==> src/rtl/item_table_ctrl.sv <==
// Shop item table controller: serialises ADD/DEL/BUY/CLEAR requests with a
// fixed-length linear scan followed by a single update cycle.
module item_table_ctrl #(
    parameter int unsigned MAX_ITEMS  = 8,
    parameter int unsigned NAME_BITS  = 56,
    parameter int unsigned STOCK_BITS = 8,
    parameter int unsigned USER_BITS  = 4,
    parameter int unsigned COUNT_BITS = 4
) (
    input  logic                  i_clk,
    input  logic                  i_reset,
    input  logic                  i_req_valid,
    output logic                  o_req_ready,
    input  logic [1:0]            i_req_op,
    input  logic [NAME_BITS-1:0]  i_req_name,
    input  logic [STOCK_BITS-1:0] i_req_stock,
    input  logic [USER_BITS-1:0]  i_req_user,
    input  logic                  i_req_is_admin,
    output logic                  o_rsp_valid,
    input  logic                  i_rsp_ready,
    output logic [3:0]            o_rsp_status,
    output logic [STOCK_BITS-1:0] o_rsp_stock,
    output logic [COUNT_BITS-1:0] o_item_count
);

    localparam int unsigned IDX_BITS = (MAX_ITEMS > 1) ? $clog2(MAX_ITEMS) : 1;

    localparam logic [1:0] OP_ADD = 2'd0;
    localparam logic [1:0] OP_DEL = 2'd1;
    localparam logic [1:0] OP_BUY = 2'd2;

    localparam logic [3:0] ST_ADDED     = 4'd0;
    localparam logic [3:0] ST_DELETED   = 4'd1;
    localparam logic [3:0] ST_BOUGHT    = 4'd2;
    localparam logic [3:0] ST_FULL      = 4'd3;
    localparam logic [3:0] ST_EXISTS    = 4'd4;
    localparam logic [3:0] ST_UNKNOWN   = 4'd5;
    localparam logic [3:0] ST_NOT_YOURS = 4'd6;
    localparam logic [3:0] ST_NO_STOCK  = 4'd7;
    localparam logic [3:0] ST_NO_PERM   = 4'd8;
    localparam logic [3:0] ST_CLEARED   = 4'd9;
    localparam logic [3:0] ST_BAD_NAME  = 4'd10;

    typedef enum logic [1:0] {IDLE, SCAN, EXEC, RESP} state_t;

    state_t                 state_q, state_d;
    logic [IDX_BITS-1:0]    idx_q, idx_d;
    logic [1:0]             op_q, op_d;
    logic [NAME_BITS-1:0]   rname_q, rname_d;
    logic [STOCK_BITS-1:0]  rstock_q, rstock_d;
    logic [USER_BITS-1:0]   ruser_q, ruser_d;
    logic                   radmin_q, radmin_d;
    logic                   hit_q, hit_d;
    logic [IDX_BITS-1:0]    hit_idx_q, hit_idx_d;
    logic                   free_q, free_d;
    logic [IDX_BITS-1:0]    free_idx_q, free_idx_d;
    logic [3:0]             status_q, status_d;
    logic [STOCK_BITS-1:0]  rsp_stock_q, rsp_stock_d;
    logic [COUNT_BITS-1:0]  count_q, count_d;
    logic                   ready_q, rsp_valid_q;

    logic                   tbl_wr, tbl_del, tbl_buy, tbl_clr;

    logic [MAX_ITEMS-1:0]   valid_q;
    logic [NAME_BITS-1:0]   name_q  [MAX_ITEMS];
    logic [STOCK_BITS-1:0]  stock_q [MAX_ITEMS];
    logic [USER_BITS-1:0]   owner_q [MAX_ITEMS];

    assign o_req_ready  = ready_q;
    assign o_rsp_valid  = rsp_valid_q;
    assign o_rsp_status = status_q;
    assign o_rsp_stock  = rsp_stock_q;
    assign o_item_count = count_q;

    // Control state, latched request and response registers.
    always_ff @(posedge i_clk or posedge i_reset) begin
        if (i_reset) begin
            state_q     <= IDLE;
            idx_q       <= '0;
            op_q        <= '0;
            rname_q     <= '0;
            rstock_q    <= '0;
            ruser_q     <= '0;
            radmin_q    <= 1'b0;
            hit_q       <= 1'b0;
            hit_idx_q   <= '0;
            free_q      <= 1'b0;
            free_idx_q  <= '0;
            status_q    <= '0;
            rsp_stock_q <= '0;
            count_q     <= '0;
            ready_q     <= 1'b1;
            rsp_valid_q <= 1'b0;
        end else begin
            state_q     <= state_d;
            idx_q       <= idx_d;
            op_q        <= op_d;
            rname_q     <= rname_d;
            rstock_q    <= rstock_d;
            ruser_q     <= ruser_d;
            radmin_q    <= radmin_d;
            hit_q       <= hit_d;
            hit_idx_q   <= hit_idx_d;
            free_q      <= free_d;
            free_idx_q  <= free_idx_d;
            status_q    <= status_d;
            rsp_stock_q <= rsp_stock_d;
            count_q     <= count_d;
            ready_q     <= (state_d == IDLE);
            rsp_valid_q <= (state_d == RESP);
        end
    end

    // Next-state, scan bookkeeping and EXEC decision logic.
    always_comb begin
        state_d     = state_q;
        idx_d       = idx_q;
        op_d        = op_q;
        rname_d     = rname_q;
        rstock_d    = rstock_q;
        ruser_d     = ruser_q;
        radmin_d    = radmin_q;
        hit_d       = hit_q;
        hit_idx_d   = hit_idx_q;
        free_d      = free_q;
        free_idx_d  = free_idx_q;
        status_d    = status_q;
        rsp_stock_d = rsp_stock_q;
        count_d     = count_q;
        tbl_wr      = 1'b0;
        tbl_del     = 1'b0;
        tbl_buy     = 1'b0;
        tbl_clr     = 1'b0;
        case (state_q)
            IDLE: begin
                if (i_req_valid) begin
                    op_d       = i_req_op;
                    rname_d    = i_req_name;
                    rstock_d   = i_req_stock;
                    ruser_d    = i_req_user;
                    radmin_d   = i_req_is_admin;
                    idx_d      = '0;
                    hit_d      = 1'b0;
                    hit_idx_d  = '0;
                    free_d     = 1'b0;
                    free_idx_d = '0;
                    state_d    = SCAN;
                end
            end
            SCAN: begin
                if (valid_q[idx_q] && (name_q[idx_q] == rname_q)) begin
                    hit_d     = 1'b1;
                    hit_idx_d = idx_q;
                end
                if (!valid_q[idx_q] && !free_q) begin
                    free_d     = 1'b1;
                    free_idx_d = idx_q;
                end
                if (idx_q == IDX_BITS'(MAX_ITEMS - 1)) begin
                    state_d = EXEC;
                end else begin
                    idx_d = idx_q + IDX_BITS'(1);
                end
            end
            EXEC: begin
                state_d     = RESP;
                rsp_stock_d = '0;
                if ((rname_q == '0) && (op_q != 2'd3)) begin
                    status_d = ST_BAD_NAME;
                end else if (op_q == OP_ADD) begin
                    if (hit_q) begin
                        status_d    = ST_EXISTS;
                        rsp_stock_d = stock_q[hit_idx_q];
                    end else if (!free_q) begin
                        status_d = ST_FULL;
                    end else begin
                        tbl_wr      = 1'b1;
                        count_d     = count_q + COUNT_BITS'(1);
                        status_d    = ST_ADDED;
                        rsp_stock_d = rstock_q;
                    end
                end else if (op_q == OP_DEL) begin
                    if (!hit_q) begin
                        status_d = ST_UNKNOWN;
                    end else if ((owner_q[hit_idx_q] != ruser_q) && !radmin_q) begin
                        status_d = ST_NOT_YOURS;
                    end else begin
                        tbl_del     = 1'b1;
                        count_d     = count_q - COUNT_BITS'(1);
                        status_d    = ST_DELETED;
                        rsp_stock_d = stock_q[hit_idx_q];
                    end
                end else if (op_q == OP_BUY) begin
                    if (!hit_q) begin
                        status_d = ST_UNKNOWN;
                    end else if (stock_q[hit_idx_q] == '0) begin
                        status_d = ST_NO_STOCK;
                    end else begin
                        tbl_buy     = 1'b1;
                        status_d    = ST_BOUGHT;
                        rsp_stock_d = stock_q[hit_idx_q] - STOCK_BITS'(1);
                    end
                end else begin
                    if (!radmin_q) begin
                        status_d = ST_NO_PERM;
                    end else begin
                        tbl_clr  = 1'b1;
                        count_d  = '0;
                        status_d = ST_CLEARED;
                    end
                end
            end
            RESP: begin
                if (i_rsp_ready) begin
                    state_d = IDLE;
                end
            end
            default: state_d = IDLE;
        endcase
    end

    // Entry valid bits; cleared by reset and CLEAR.
    always_ff @(posedge i_clk or posedge i_reset) begin
        if (i_reset) begin
            valid_q <= '0;
        end else if (tbl_clr) begin
            valid_q <= '0;
        end else if (tbl_wr) begin
            valid_q[free_idx_q] <= 1'b1;
        end else if (tbl_del) begin
            valid_q[hit_idx_q] <= 1'b0;
        end
    end

    // Entry payload; only meaningful where the valid bit is set.
    always_ff @(posedge i_clk) begin
        if (tbl_wr) begin
            name_q[free_idx_q]  <= rname_q;
            stock_q[free_idx_q] <= rstock_q;
            owner_q[free_idx_q] <= ruser_q;
        end else if (tbl_buy) begin
            stock_q[hit_idx_q] <= stock_q[hit_idx_q] - STOCK_BITS'(1);
        end
    end

endmodule
==> config.mk <==
export PLATFORM = sky130hd
export DESIGN_NAME = item_table_ctrl
export DESIGN_NICKNAME = d
export VERILOG_FILES = /design/src/rtl/item_table_ctrl.sv
export SDC_FILE = /design/constraint.sdc
export NUM_CORES = 1
export LEC_CHECK = 0
export ABC_CLOCK_PERIOD_IN_PS = 8700
export BUFFER_PORTS_ARGS = -buffer_cell sky130_fd_sc_hd__buf_2
export CAP_MARGIN = 10
export CORE_UTILIZATION = 60
export DETAILED_ROUTE_END_ITERATION = 10
export GPL_ROUTABILITY_DRIVEN = 0
export PLACE_DENSITY = 0.85
export SLEW_MARGIN = 0
export SYNTH_ARGS = -nofsm -noshare
export SYNTH_HDL_FRONTEND = slang
export SYNTH_SLANG_ARGS = --single-unit
==> constraint.sdc <==
create_clock -name i_clk -period 8.7 [get_ports i_clk]
set_input_delay 1.305 -clock i_clk [delete_from_list [all_inputs] [get_ports i_clk]]
set_output_delay 1.305 -clock i_clk [all_outputs]
set_load 0.02 [all_outputs]
After elaboration in Yosys (flattened, before gate mapping)
Memories as Yosys holds them, arrays and structs flattened.
Cells that the tools add are included.

word-level totals
  output and inout bits = 18
  ROM bits = 0
  register bits after elaboration = 110
  input bits = 75
  memory bits (writable) = 544
  bits in latches = 0
  word-level logic and storage cells = 161
  memories = 3

memory list
  name     words  width  rd ports  clocked after memory_dff  write ports  line  RTL
  name_q   8      56     1         0                         1            65    logic [NAME_BITS-1:0] name_q [MAX_ITEMS];
  stock_q  8      8      1         0                         1            66    logic [STOCK_BITS-1:0] stock_q [MAX_ITEMS];
  owner_q  8      4      1         0                         1            67    logic [USER_BITS-1:0] owner_q [MAX_ITEMS];

operators by class
  $mul = 0
  bitwise gates (word level) = 4
  mux-type cells = 86
  $add $sub $neg = 4
  reductions and logical operators = 23
  equal/unequal tests = 19
  divide/modulo/power cells = 0
  shifts and indexed selects = 0
  $lt $le $gt $ge = 5

operators with widths
  operator               number
  $mux W8                14
  $eq A56 B56 Y1         1
  $logic_not A56 Y1      1
  $mux W4                12
  $mux W1                37
  $mux W3                10
  $pmux W3 S2            3
  $ne A2 B2 Y1 const B   7
  $lt A3 B4 Y1 const B   3
  $ne A3 B3 Y1 const B   3
  $reduce_and A3 Y1      3
  $and A8 B8 Y8          1
  $eq A2 B2 Y1 const B   4
  $logic_not A8 Y1       1
  $mux W2                4
  $not A8 Y8             1
  $or A8 B8 Y8           1
  $pmux W2 S4            1
  $reduce_and A8 Y1      1
  $reduce_or A8 Y1       1
  $sub A8 B1 Y8 const B  1
  $demux W1 S3           2
  $ge A3 B1 Y1 const B   2
  $logic_and A1 B1 Y1    6
  other kinds (14)       21

Logic depth before layout (Yosys ltp)
An unclocked memory read counts as a cell.

  depth after elaboration = 14
  depth in mapped cells = 13
  depth with buffers taken out = 10

Worst setup path before layout
Ideal clock, no wire load.

  kind = reg-to-reg
  from = reg op_q[0]
  to = mem stock_q[1][0] (enable)
  setup time = 0.375 ns
  required time = 8.325 ns
  cell stages (with the launch flop) = 8
  period minus slack after synthesis = 6.717 ns
  path slack = 1.983 ns
  buffers on the path = 2
  arrival time = 6.342 ns
  cell sequence = dfrtp_1 clkbuf_1 nor3_1 and2_1 clkbuf_1 nand3_1 nor3_1 o21bai_1

between the ends
  word-level cells in the longest chain between the ends = 11
  elaborated cells between the ends (all ways) = 21
  those cells by class = eq/ne: 3; mux: 15; reduce/logical: 3

ends and longest elaborated chain
  what                                                 line  RTL
  start: declaration                                   48    logic [1:0] op_q, op_d;
  start signal: assignment                             97    op_q <= op_d;
  $eq A2 B2 Y1                                         193   end else if (op_q == OP_BUY) begin
  $mux W1                                              193
  $mux W1                                              182   end else if (op_q == OP_DEL) begin
  $mux W1                                              170   end else if (op_q == OP_ADD) begin
  $mux W1                                              168   if ((rname_q == '0) && (op_q != 2'd3)) begin
  $mux W1                                              134   case (state_q)
  $mux W1                                              241   end else if (tbl_buy) begin
  $mux W1                                              237   if (tbl_wr) begin
  $mux W1 (not written as such)                        242   stock_q[hit_idx_q] <= stock_q[hit_idx_q] - STOCK_BITS'(1);
  $reduce_or A8 Y1 (no source line)                    --
  $mux W3 (no source line) or $mux W1 (tied branches)  --
  end: declaration                                     66

Parallel ways exist; a longest one is shown, timed or not.

Worst setup path in the final report
  from = reg hit_idx_q[2]
  to = mem stock_q[7][0] (enable)

between the ends
  word-level cells in the longest chain between the ends = 14
  elaborated cells between the ends (all ways) = 15
  those cells by class = mux: 12; reduce/logical: 2; memory: 1

ends and longest elaborated chain
  what                                                 line  RTL
  start: declaration                                   54    logic [IDX_BITS-1:0] hit_idx_q, hit_idx_d;
  start signal: assignment                             103   hit_idx_q <= hit_idx_d;
  $mem_v2 Z8 W8                                        --
  $logic_not A8 Y1                                     196   end else if (stock_q[hit_idx_q] == '0) begin
  $mux W1                                              196
  $mux W1                                              194   if (!hit_q) begin
  $mux W1                                              193
  $mux W1                                              182
  $mux W1                                              170
  $mux W1                                              168
  $mux W1                                              134
  $mux W1                                              241
  $mux W1                                              237
  $mux W1 (not written as such)                        242
  $reduce_or A8 Y1 (no source line)                    --
  $mux W3 (no source line) or $mux W1 (tied branches)  --

Parallel ways exist; a longest one is shown, timed or not.

==> results.cfg <==
[clock_network]
numClockSinks = 654
root_buffer = clkbuf_16
hold_buffers = 0
htreeDepth = 3
path_clk_slew_ns = 0.06
cts_setup_buffers = 0
cts_tree = built
cts_buffers = 66
clk_latency_ns = 0.59
clk_path_buf_depth = 3
ctsResizeCount = 0

[route]
drt-vias-per-instance = 6.51
wl_per_cell_um = 26.9
vias = 13900
drc = 0
drt_iter0_drc = 1846
final_antenna_net_count = 0
dr.pass1.iters = 6
wl_mm = 57.4

[critical_path]
rr_worst_depth = 10
r2r-start = hit_idx_q[2]$_DFFE_PP0P_
critPathRequiredTime_ns = 8.89
rrSetupSlack_ns = 4.25
crit_type = reg -> reg
crit_fanout = 28
crit_slowest_cell = dfrtp_1
startpoint_type = flip-flop
worstPathCellList = nor2b_1 -> a221oi_1 -> a21oi_1 -> nor2_1 -> ha_1 -> a41o_1 -> nor2_2 -> nand2_2 -> a21o_1 -> o22ai_1
cp_top_family = compound AO/OA/AOI/OAI gates
critPathBufInv = 0
r2r_end = stock_q[7][0]$_DFFE_PP_
max_stage_delay_ns = 1.02
arrival_ns = 4.64
cp-end-kind = flip-flop

[timing]
fmax_mhz = 225
drv_slew = 0
rsz0062_at_grt = no
finClkSkew_ns = 0.0282
worst_pin_slew_ns = 1.12
max-slew-margin-rel_pct = 25.6
setup_viol_count_final = 0
setup_tns_ns = 0
period_share_pct = 51.1
setup_ws_ns = 4.25
hold_violations = 0
post-route-min-period_ns = 4.45

[die]
initial_utilization_pct = 61.1
die_w_um = 212
ios = 93
die_area_um2 = 44800
rows = 76
die_h_um = 212
core_um2 = 43200

[logic_synthesis]
syn-cell-area_um2 = 26400
synth_cells = 1387
synth_xor_area_share_pct = 2.09
synth_edf_count = 544
synthMuxAreaShare_pct = 16.2
synthArstFlopShare_pct = 16.8
yosys.area_share.simple_pct = 3.93
yosysUniqueCellTypes = 73
synth_top_family_by_area = multiplexers
synthFlopType = edfxtp_1
synth_compound_area_share_pct = 3.40
ys_ff_latch = 654
yosys_warnings = 0
avgSynthCellArea_um2 = 19.0
syn_nets = 1468
synth-adder-area-share_pct = 0.285
synth-seq-area-share_pct = 72.4

[flow_run]
cap_viol_max_count = 0

[global_routing]
grt_max_degree = 77
grtUsageTotal_pct = 26.6
grt.overflow.total = 0
grt_antenna_before_repair = 0
grt_pass1_vias = 14100
grt_pass1_wl_mm = 86.5

[power]
ir_drop_uv = 200
p_per_area_nw_per_um2 = 334
p_leak_nw = 9.91

[placement]
port_buffers = 92
place_ws_ns = 4.27
placed_cell_area_um2 = 27400
dp_hpwl_mm = 31.1

[worst_hold_path]
hold_path_end = o_rsp_stock[5]$_DFFE_PP0N_
min_from = o_rsp_stock[5]$_DFFE_PP0N_
holdPathStages = 1
hold_path_class = reg -> reg

[cells_and_area]
utilization_pct = 68.2
drive_above_1_share_pct = 28.0
nets = 1577
area_growth_pct = 11.7
final_common_cell = edfxtp_1
mostFrequentLayoutCells = 544 x edfxtp_1, 122 x mux4_2, 106 x dfrtp_1
final_cell_area_um2 = 29400
n_antenna_cell = 0

[status]
outcome = completed
## metal layers
metal | GRT usage [%] | routed length, um | part of all wire (%) | vias up
li1 | - | - | - | 5800
met4 | 9.52 | 1390 | 2.4 | 0
met3 | 4.54 | 5300 | 9.2 | 106
met1 | 37.2 | 22000 | 38 | 7118
met2 | 42.6 | 28700 | 50 | 861
met5 | 0 | 0 | 0 | -
## power by group
group	internal [mW]	leakage, nW	switching (mW)
clock	1.54	1.01	1.17
combinational	1.16	2.65	1.16
sequential	4.04	6.25	0.762
## stage by stage
step                std cells  total power, mW  hold slack [ns]
finish                   2134             9.82            0.508
global route             2134             10.2            0.513
CTS                      2134             9.84            0.507
detailed placement       2013             7.12            0.492
global placement         2013             7.00            0.506
floorplan                1387             6.39            0.462
## cell usage after synthesis, drive strengths merged (3+ instances only)
cell	instances	area (um2)
a21o	7	52.6
a21oi	18	90.1
a221o	3	30.0
a221oi	4	35.0
a22o	8	70.1
a22oi	7	52.6
a31oi	3	18.8
a32o	3	30.0
and2	4	25.0
and3	4	25.0
buf	39	289
clkbuf	29	109
dfrtp	109	2730
edfxtp	544	16300
ha	6	75.1
inv	10	37.5
mux2	81	912
mux2i	62	624
mux4	122	2750
nand2	63	239
nand2b	21	131
nand3	11	55.1
nand3b	3	22.5
nand4	12	81.3
nor2	28	108
nor2b	10	62.6
nor3	4	25.0
nor4	25	156
o211ai	4	30.0
o21ai	22	110
o221a	4	45.0
o22ai	13	81.3
o31ai	6	55.1
or3	3	18.8
xnor2	52	455
xor2	11	96.3
## worst register-to-register path: stages, from the launching register on
cell and delay [ns]:
dfrtp_1 1.02, nor2b_1 0.28, a221oi_1 0.12, a21oi_1 0.33, nor2_1 0.18, ha_1 0.24, a41o_1 0.24, nor2_2 0.33
nand2_2 0.29, a21o_1 0.28, o22ai_1 0.77
## kinds of logic after synthesis
logic type      Yosys count
buf+inv                  78
compound gates          124
fa+ha+maj                 6
mux                     265
xor+xnor                 63
flops                   654
simple gates            197
## cell type report
cell class,count,area (um2)
timing repair buffer,109,601
tap,585,732
clock inverter,20,176
multi-input combinational,655,6910
sequential,654,19100
clock buffer,101,1880
fill,2585,13700
inverter,10,40.0
## sequential cells by signal (all words and copies together), names as in the netlist, 8 cells and up
name	flops
name_q	448
o_rsp_stock	8
owner_q	32
rname_q	56
rstock_q	8
stock_q	64
valid_q	8
## how the worst max path moves through the flow
stage,start,endpoint,slack (ns),cells past startpoint
after floorplan,op_q[0]$_DFFE_PP0P_,stock_q[1][0]$_DFFE_PP_,1.98,7
after global placement,idx_q[1]$_DFFE_PP0P_,hit_idx_q[2]$_DFFE_PP0P_,4.45,11
after detailed placement,idx_q[1]$_DFFE_PP0P_,hit_idx_q[2]$_DFFE_PP0P_,4.27,11
after CTS,idx_q[1]$_DFFE_PP0P_,hit_idx_q[2]$_DFFE_PP0P_,4.22,11
after global routing,idx_q[1]$_DFFE_PP0P_,hit_idx_q[2]$_DFFE_PP0P_,4.02,11
final,hit_idx_q[2]$_DFFE_PP0P_,stock_q[7][0]$_DFFE_PP_,4.25,10
Power figures use the tool's default switching activity.
